[src/rtl/pipe_pkg.sv]
// Shared types and constants for the instruction-fetch stage.
// No logic: constants, the fetch-queue entry type and an alignment helper.
// Users import this package with pipe_pkg::*.
package pipe_pkg;

    localparam logic [1:0] PCSRC_SEQ = 2'b00;
    localparam logic [1:0] PCSRC_BR  = 2'b01;
    localparam logic [1:0] PCSRC_JR  = 2'b10;
    localparam logic [1:0] PCSRC_J   = 2'b11;

    localparam logic [31:0] NOP_INSN = 32'h0000_0000;

    typedef struct packed {
        logic [31:0] pc4;
        logic [31:0] ins;
    } fetch_entry_t;

    // Instruction addresses are always word aligned; low two bits are dropped.
    function automatic logic [31:0] word_align(input logic [31:0] a);
        return {a[31:2], 2'b00};
    endfunction

endpackage

[src/rtl/fetch_fifo.sv]
// Fetch queue: synchronous FIFO of fetch entries with single-cycle flush.
// Latency: a push is visible on head the cycle after; no write-through bypass.
// Backpressure: none internally; the caller's credit rule keeps it from overflowing.
module fetch_fifo
    import pipe_pkg::*;
#(
    parameter int QDEPTH = 2
) (
    input  logic                      clk,
    input  logic                      clrn,
    input  logic                      push,
    input  fetch_entry_t              push_dat,
    input  logic                      pop,
    input  logic                      flush,
    output logic [$clog2(QDEPTH):0]   count,
    output fetch_entry_t              head,
    output logic                      empty
);
    localparam int AW = $clog2(QDEPTH);
    localparam int CW = AW + 1;

    fetch_entry_t    r_mem [QDEPTH];
    logic [AW-1:0]   r_rd;
    logic [AW-1:0]   r_wr;
    logic [CW-1:0]   r_count;
    logic            w_full;
    logic            w_do_push;
    logic            w_do_pop;

    assign empty     = (r_count == '0);
    assign w_full    = (r_count == CW'(QDEPTH));
    assign w_do_pop  = pop & ~empty;
    assign w_do_push = push & (~w_full | w_do_pop);
    assign count     = r_count;
    assign head      = r_mem[r_rd];

    // Storage write; contents need no reset because count gates validity.
    always_ff @(posedge clk) begin
        if (w_do_push && !flush) begin
            r_mem[r_wr] <= push_dat;
        end
    end

    // Pointers and occupancy; flush empties the queue ahead of push/pop.
    always_ff @(posedge clk or negedge clrn) begin
        if (!clrn) begin
            r_rd    <= '0;
            r_wr    <= '0;
            r_count <= '0;
        end else if (flush) begin
            r_rd    <= '0;
            r_wr    <= '0;
            r_count <= '0;
        end else begin
            if (w_do_push) r_wr <= r_wr + AW'(1);
            if (w_do_pop)  r_rd <= r_rd + AW'(1);
            r_count <= r_count + CW'(w_do_push) - CW'(w_do_pop);
        end
    end

endmodule

[src/rtl/pipe_fetch_unit.sv]
// Instruction fetch: next-PC select, in-order imem requests, response queue to IF/ID.
// Latency: grant at T with response at T+L gives the word on ins from T+L+1.
// Backpressure: wpcir low holds the queue head; requests stop once outstanding+queued reaches QDEPTH.
module pipe_fetch_unit
    import pipe_pkg::*;
#(
    parameter int          QDEPTH   = 2,
    parameter logic [31:0] RESET_PC = 32'h0000_0000
) (
    input  logic        clk,
    input  logic        clrn,
    input  logic [1:0]  pcsource,
    input  logic [31:0] bpc,
    input  logic [31:0] ra,
    input  logic [31:0] jpc,
    input  logic        wpcir,
    output logic        imem_req,
    output logic [31:0] imem_addr,
    input  logic        imem_gnt,
    input  logic        imem_rvalid,
    input  logic [31:0] imem_rdata,
    output logic        ivalid,
    output logic [31:0] ins,
    output logic [31:0] pc4
);
    localparam int          CW         = $clog2(QDEPTH) + 1;
    localparam logic [CW:0] CREDIT_LIM = (CW + 1)'(QDEPTH);

    logic [31:0]   r_fetch_pc;
    logic [31:0]   r_resp_pc;
    logic [CW-1:0] r_outst;
    logic [CW-1:0] r_drop;
    logic          r_run;

    logic          w_redirect;
    logic [31:0]   w_target_raw;
    logic [31:0]   w_target;
    logic [CW-1:0] w_count;
    logic [CW:0]   w_credit;
    logic          w_fire;
    logic          w_push;
    logic          w_pop;
    logic          w_empty;
    logic [CW-1:0] w_outst_nxt;
    fetch_entry_t  w_head;
    fetch_entry_t  w_push_dat;

    assign w_redirect = wpcir & (pcsource != PCSRC_SEQ);

    // Redirect target select; the sequential case never loads a target.
    always_comb begin
        w_target_raw = r_fetch_pc;
        case (pcsource)
            PCSRC_BR: w_target_raw = bpc;
            PCSRC_JR: w_target_raw = ra;
            PCSRC_J:  w_target_raw = jpc;
            default:  w_target_raw = r_fetch_pc;
        endcase
    end
    assign w_target = word_align(w_target_raw);

    // Every granted-not-returned request reserves a queue slot.
    assign w_credit  = {1'b0, r_outst} + {1'b0, w_count};
    assign imem_req  = r_run & (w_credit < CREDIT_LIM);
    assign imem_addr = r_fetch_pc;
    assign w_fire    = imem_req & imem_gnt;

    assign w_outst_nxt = r_outst + CW'(w_fire) - CW'(imem_rvalid);

    // Wrong-path words (still owed from before a redirect, or arriving during one) are discarded.
    assign w_push     = imem_rvalid & (r_drop == '0) & ~w_redirect;
    assign w_pop      = wpcir & ~w_empty & ~w_redirect;
    assign w_push_dat = '{pc4: r_resp_pc + 32'd4, ins: imem_rdata};

    fetch_fifo #(
        .QDEPTH (QDEPTH)
    ) u_fifo (
        .clk      (clk),
        .clrn     (clrn),
        .push     (w_push),
        .push_dat (w_push_dat),
        .pop      (w_pop),
        .flush    (w_redirect),
        .count    (w_count),
        .head     (w_head),
        .empty    (w_empty)
    );

    // Fetch/response PCs and in-flight bookkeeping; a redirect marks everything in flight stale.
    always_ff @(posedge clk or negedge clrn) begin
        if (!clrn) begin
            r_fetch_pc <= RESET_PC;
            r_resp_pc  <= RESET_PC;
            r_outst    <= '0;
            r_drop     <= '0;
            r_run      <= 1'b0;
        end else begin
            r_run   <= 1'b1;
            r_outst <= w_outst_nxt;
            if (w_redirect) begin
                r_fetch_pc <= w_target;
                r_resp_pc  <= w_target;
                r_drop     <= w_outst_nxt;
            end else begin
                if (w_fire) r_fetch_pc <= r_fetch_pc + 32'd4;
                if (w_push) r_resp_pc  <= r_resp_pc + 32'd4;
                if (imem_rvalid && (r_drop != '0)) r_drop <= r_drop - CW'(1);
            end
        end
    end

    // IF/ID presentation: a nop with pc4 of zero whenever the queue is empty.
    always_comb begin
        ivalid = ~w_empty;
        ins    = NOP_INSN;
        pc4    = 32'h0;
        if (!w_empty) begin
            ins = w_head.ins;
            pc4 = w_head.pc4;
        end
    end

endmodule

[config.mk]
export PLATFORM = sky130hd
export DESIGN_NAME = pipe_fetch_unit
export DESIGN_NICKNAME = d
export VERILOG_FILES = /design/src/rtl/pipe_pkg.sv /design/src/rtl/fetch_fifo.sv /design/src/rtl/pipe_fetch_unit.sv
export SDC_FILE = /design/constraint.sdc
export NUM_CORES = 1
export LEC_CHECK = 0
export CAP_MARGIN = 25
export CELL_PAD_IN_SITES_DETAIL_PLACEMENT = 1
export CELL_PAD_IN_SITES_GLOBAL_PLACEMENT = 2
export CORE_UTILIZATION = 29
export DETAILED_ROUTE_END_ITERATION = 12
export PLACE_DENSITY = 0.83
export REMOVE_ABC_BUFFERS = 1
export SLEW_MARGIN = 20
export SYNTH_ARGS = -nofsm -noshare
export SYNTH_HDL_FRONTEND = slang
export SYNTH_SLANG_ARGS = --single-unit
[constraint.sdc]
create_clock -name clk -period 6.9 [get_ports clk]
set_input_delay 1.035 -clock clk [delete_from_list [all_inputs] [get_ports clk]]
set_output_delay 1.035 -clock clk [all_outputs]
set_load 0.05 [all_outputs]
# Word-level counts from Yosys, hierarchy flattened
# Memory sizes are Yosys's and may differ from the RTL's.
# Index checks and enable logic that the tools add are counted.
[classes] n_bitwise=13 addsub=10 muxes=16 reduce_logical=12 n_eq_ne=4 n_lt_le_gt_ge=1
[ops] op="$mux W32" count=6
[ops] op="$pmux W32 S3" count=1
[ops] op="$add A32 B3 Y32 const B" count=2
[ops] op="$reduce_bool A2 Y1" count=7
[ops] op="$and A1 B1 Y1" count=9
[ops] op="$eq A2 B2 Y1 const B" count=3
[ops] op="$mux W1" count=6
[ops] op="$mux W2" count=3
[ops] op="$add A2 B1 Y2" count=2
[ops] op="$logic_not A2 Y1" count=2
[ops] op="$sub A2 B1 Y2" count=2
[ops] op="$add A2 B2 Y3" count=1
[ops] op="$lt A3 B2 Y1 const B" count=1
[ops] op="$not A1 Y1" count=3
[ops] op="$add A1 B1 Y1 const B" count=2
[ops] op="$eq A2 B1 Y1 const B" count=1
[ops] op="$logic_and A1 B1 Y1" count=2
[ops] op="$sub A2 B1 Y2 const B" count=1
[ops] op="$logic_not A1 Y1" count=1
[ops] op="$or A1 B1 Y1" count=1
[word_totals] n_memories=1 output_inout_bits=98 elab_cells=65 ff_bits=73 ramBits=128
[memory_table] name="u_fifo.r_mem" depth=2 width=64 rd=1 rd_clocked_by_memory_dff=0 wr=1 line="fetch_fifo.sv:22" source="fetch_entry_t r_mem [QDEPTH];"

# Depth between registers and ports, before layout
[depth] ltp_word=10 ltp_mapped=13 depth_no_buf=12

# By module
# Synthesis repeated with hierarchy kept, for this count alone.
[hier_totals] hier_cells=877 hier_area_um2=10206.0
[modules_own_cells] mod="pipe_fetch_unit" seq_area_each_um2=1626.6 cells_per_inst=656 n_inst=1 area_each_um2=5350.1
[modules_own_cells] mod="fetch_fifo" seq_area_each_um2=3943.8 cells_per_inst=221 n_inst=1 area_each_um2=4855.9

# Least setup slack after synthesis
# OpenSTA, ideal clock, no wires.
[synth_timing] kind="input-to-reg" start="input port pcsource[1]" end="register u_fifo.r_wr" slack_ns=-1.266 stages=5 t_arrival_ns=8.055 setup_ns=0.111 required_ns=6.789 path_buffers=2 cell_sequence="buf_2 o21a_1 clkbuf_1 nor4_1 o21bai_1"
[synth_between] elab_chain_len=8 word_cells_on_any_way=10 cone_classes="1 x mux; 7 x bitwise; 2 x reduce/logical"
[synth_lines] item="from (decl)" line="pipe_fetch_unit.sv:12" source="input logic [1:0] pcsource,"
[synth_lines] item="$reduce_bool A2 Y1 *" line="pipe_fetch_unit.sv:48" source="assign w_redirect = wpcir & (pcsource != PCSRC_SEQ);"
[synth_lines] item="$and A1 B1 Y1 *" line="pipe_fetch_unit.sv:48"
[synth_lines] item="$not A1 Y1" line="pipe_fetch_unit.sv:71, pipe_fetch_unit.sv:72"
[synth_lines] item="$and A1 B1 Y1" line="pipe_fetch_unit.sv:72" source="assign w_pop = wpcir & ~w_empty & ~w_redirect;"
[synth_lines] item="$and A1 B1 Y1" line="fetch_fifo.sv:32" source="assign w_do_pop = pop & ~empty;"
[synth_lines] item="$or A1 B1 Y1" line="fetch_fifo.sv:33" source="assign w_do_push = push & (~w_full | w_do_pop);"
[synth_lines] item="$and A1 B1 Y1" line="fetch_fifo.sv:33"
[synth_lines] item="$reduce_bool A2 Y1 (no source line)"
[synth_lines] item="to (signal assigned)" line="fetch_fifo.sv:55" source="if (w_do_push) r_wr <= r_wr + AW'(1);"
[synth_lines] item="to (decl)" line="fetch_fifo.sv:24" source="logic [AW-1:0] r_wr;"
# Every way passes the cells marked *; elsewhere a longest branch is shown, timed or not.
# A chain may end at the register's enable or synchronous reset.

# Worst setup path in the final report
[layout_timing] start="register u_fifo.r_rd" end="output port pc4[11]"
[layout_between] elab_chain_len=2
[layout_lines] item="from (decl)" line="fetch_fifo.sv:23" source="logic [AW-1:0] r_rd;"
[layout_lines] item="from (signal assigned)" line="fetch_fifo.sv:56" source="if (w_do_pop) r_rd <= r_rd + AW'(1);"
[layout_lines] item="$mem_v2 Z2 W64"
[layout_lines] item="$mux W32" line="pipe_fetch_unit.sv:117" source="if (!w_empty) begin"
[layout_lines] item="to (decl)" line="pipe_fetch_unit.sv:24" source="output logic [31:0] pc4"
# Every way passes these cells.

==> reports/qor.yml <==
status: "finished, final reports clean"
combPwrFrac: 0.393
cts_buffers: 17
rsz0062_at_grt: "false"
p_seq_frac: 0.380
finalHoldViolations: 0
min_period_over_period: 0.5910
multi_input_area_um2: 4050
clock_power_share: 0.226
fmax_mhz: 245.2
dpl.cell_count: 1481
synth_area_um2: 9788
relSlewSlack: 0.3536
power_leakage_nw: 4.628
start_util: 0.2978
ctsHoldBuffers: 0
ant_nets: 0
grt_usage: 0.1672
power.density_nw_per_um2: 321.8
wl_um: 28260
synth_top_area_frac: 0.3804
cp_slowest_cell: "clkdlybuf4s50_1"
drc: 0
required_ns: 5.86
cts.sinks: 193
cts_resized: 0
yosysUniqueCellTypes: 58
path_cells: "buf_4 -> mux2i_1 -> nor2_1 -> clkdlybuf4s50_1"
critical_path_class: "register to primary output"
post_drt_wl_per_cell_um: 18.68
crit_fanout: 34
p_int_mw: 2.485
ys_seq_area_frac: 0.5568
synth_area_leaders: "edfxtp_1 38%, dfrtp_1 18%, mux2i_1 6.3%"
area_growth_pct: 32.88
clk_latency_ns: 0.44
firstDrtPassIters: 4
finClkSkew_ns: 0.02367
end_kind: "primary output"
final_nets: 1201
yosysWarnings: 0
gp_congestion: 0.8196
num_antenna_cells: 0
drive_gt1_frac: 0.09524
cts_max_level: 4
holdCritPathClass: "register to register"
drt_iter0_markers: 341
grt_pass1_wl_um: 43890
ios: 233
layout.area.seq_um2: 5454
period_minus_slack_ns: 4.078
grt_pass1_vias: 7847
switching_share: 0.4064
max-vdd-ir-drop_v: 0.0001766
synth_edf_count: 124
crit_arrival_ns: 3.04
switching_power_mw: 1.701
io_buffers: 222
synthFlopType: "edfxtp_1"
cp.buffers_inverters: 2
num_rows: 66
antenna_found_initial: 0
grt_max_degree: 70
syn_area_per_cell_um2: 11.47
vias_per_cell: 4.915
syn_inst: 853
dp_hpwl_um: 20020
startpoint_type: "register"
post_cts_buffers: 0
drv_cap: 0
hold_slack_ns: 0.5437
worst_pin_slew_ns: 0.9696
drv_slew: 0
vias: 7437
ys_async_sr_fraction: 0.3575
die_h_um: 185.7
cp_top_family: "buffers and inverters"
setup_viol: 0
cts_tree: "built"
clk_path_buf_depth: 2
dieArea_um2: 34490
yosysTopAreaCell: "edfxtp_1"
critical-path-max-stage-delay_ns: 0.87
core_area_um2: 32870
clkSlewWorstSetupHoldPaths_ns: 0.08
cts-root-buf: "clkbuf_16"
die_w_um: 185.7
ys_seq_elements: 193
overflow: 0
fillers: 3609
layoutNonFillerInstCount: 1513
## kinds of logic (layout without fill, tap and decap cells)
logic type	Yosys count	in the layout	synth area share
simple gates	271	271	0.1396
flops	193	193	0.5568
compound gates	157	157	0.1106
mux	92	92	0.09792
buf+inv	73	288	0.03234
xor+xnor	57	57	0.05100
fa+ha+maj	8	8	0.01099
other cells	2	5	0.0007673
## power groups by stage
stage | combinational, mW | sequential [mW] | clock, mW
floorplan | 0.963 | 1.70 | 0
global placement | 1.64 | 1.60 | 0
detailed placement | 1.67 | 1.62 | 0
CTS | 1.68 | 1.59 | 0.979
global route | 1.77 | 1.62 | 1.01
finish | 1.65 | 1.59 | 0.948
## per-layer routing
| layer | up-vias | GRT usage | part of all wire |
|---|---|---|---|
| met5 | - | 0 | 0 |
| met4 | 0 | 0.04918 | 0.016 |
| met3 | 23 | 0.03502 | 0.058 |
| met2 | 210 | 0.2710 | 0.46 |
| met1 | 3669 | 0.2233 | 0.47 |
| li1 | 3535 | - | - |
## through the flow
step / utilization / setup slack (ns) / power [mW] / instance area, um2 / setup TNS, ns
floorplan: - / -1.386 / 2.664 / 9557 / -86.29
global placement: 0.3790 / 2.819 / 3.248 / 12460 / 0
detailed placement: 0.3790 / 2.712 / 3.289 / 12460 / 0
CTS: 0.3957 / 2.753 / 4.250 / 13010 / 0
global route: 0.3957 / 2.636 / 4.397 / 13010 / 0
finish: 0.3957 / 2.822 / 4.186 / 13010 / 0
## flip-flops by register name, indices dropped and copies added, names as in the netlist
signal / count
imem_addr: 30
r_drop: 2
u_fifo.count: 2
r_outst: 2
r_resp_pc: 30
u_fifo.r_rd: 1
u_fifo.r_mem: 124
r_run: 1
u_fifo.r_wr: 1
## cell type report
type | instances | share of cell area
flip-flops and latches | 193 | 0.4193
multi-input cells | 590 | 0.3114
repair buffers | 237 | 0.1787
well taps | 442 | 0.04252
clock buffers | 17 | 0.03271
clock inverters | 15 | 0.009620
inverters | 19 | 0.005676
## synth_stat cells (all sizes together) (2+ instances only)
library cell / n
a311o: 2
a211oi: 5
o221a: 2
dfrtp: 69
a221oi: 2
o21ai: 44
nor2: 96
nor3: 12
o22ai: 4
nand2: 61
nand4: 26
a22o: 25
nor2b: 6
and3: 11
ha: 7
nor3b: 2
xnor2: 36
o21a: 8
a31oi: 10
clkbuf: 25
o22a: 9
mux2: 30
inv: 19
and2: 11
or3: 2
a2bb2oi: 4
and4: 4
edfxtp: 124
nand3: 27
xor2: 21
a22oi: 4
nor4: 10
a21oi: 25
conb: 2
buf: 29
o2bb2a: 8
mux2i: 62
## final timing paths
path / startpoint / end / slack [ns] / depth (start not counted)
setup / recovery: u_fifo.r_rd / pc4[11] / 2.82 / 4
hold / removal: r_outst[0] / r_outst[0] / 0.54 / 1
setup reg to reg: u_fifo.count[0] / r_drop[1] / 3.80 / 12
hold reg to reg: r_outst[0] / r_outst[0] / 0.54 / 1
max in group asynchronous: clrn / u_fifo.r_rd / 5.37 / 2
min in group asynchronous: clrn / r_run / 0.82 / 2
## cell usage in the layout (no fill, tap or decap), drive strengths merged, types with 4 or more instances in the layout
master / netlist / layout
buf: 29 / 17
nand3: 27 / 27
nand4: 26 / 26
inv: 19 / 28
mux2: 30 / 30
xor2: 21 / 21
a211oi: 5 / 5
o21ai: 44 / 44
ha: 7 / 7
a21oi: 25 / 25
and2: 11 / 11
clkbuf: 25 / 17
nor2b: 6 / 6
a22oi: 4 / 4
a2bb2oi: 4 / 4
mux2i: 62 / 62
o22ai: 4 / 4
a22o: 25 / 25
o22a: 9 / 9
clkdlybuf4s50: 0 / 220
clkinv: 0 / 6
dfrtp: 69 / 69
nor2: 96 / 96
and3: 11 / 11
conb: 2 / 5
o21a: 8 / 8
and4: 4 / 4
nor3: 12 / 12
xnor2: 36 / 36
nor4: 10 / 10
edfxtp: 124 / 124
a31oi: 10 / 10
nand2: 61 / 61
o2bb2a: 8 / 8
Power figures use the tool's default switching activity.
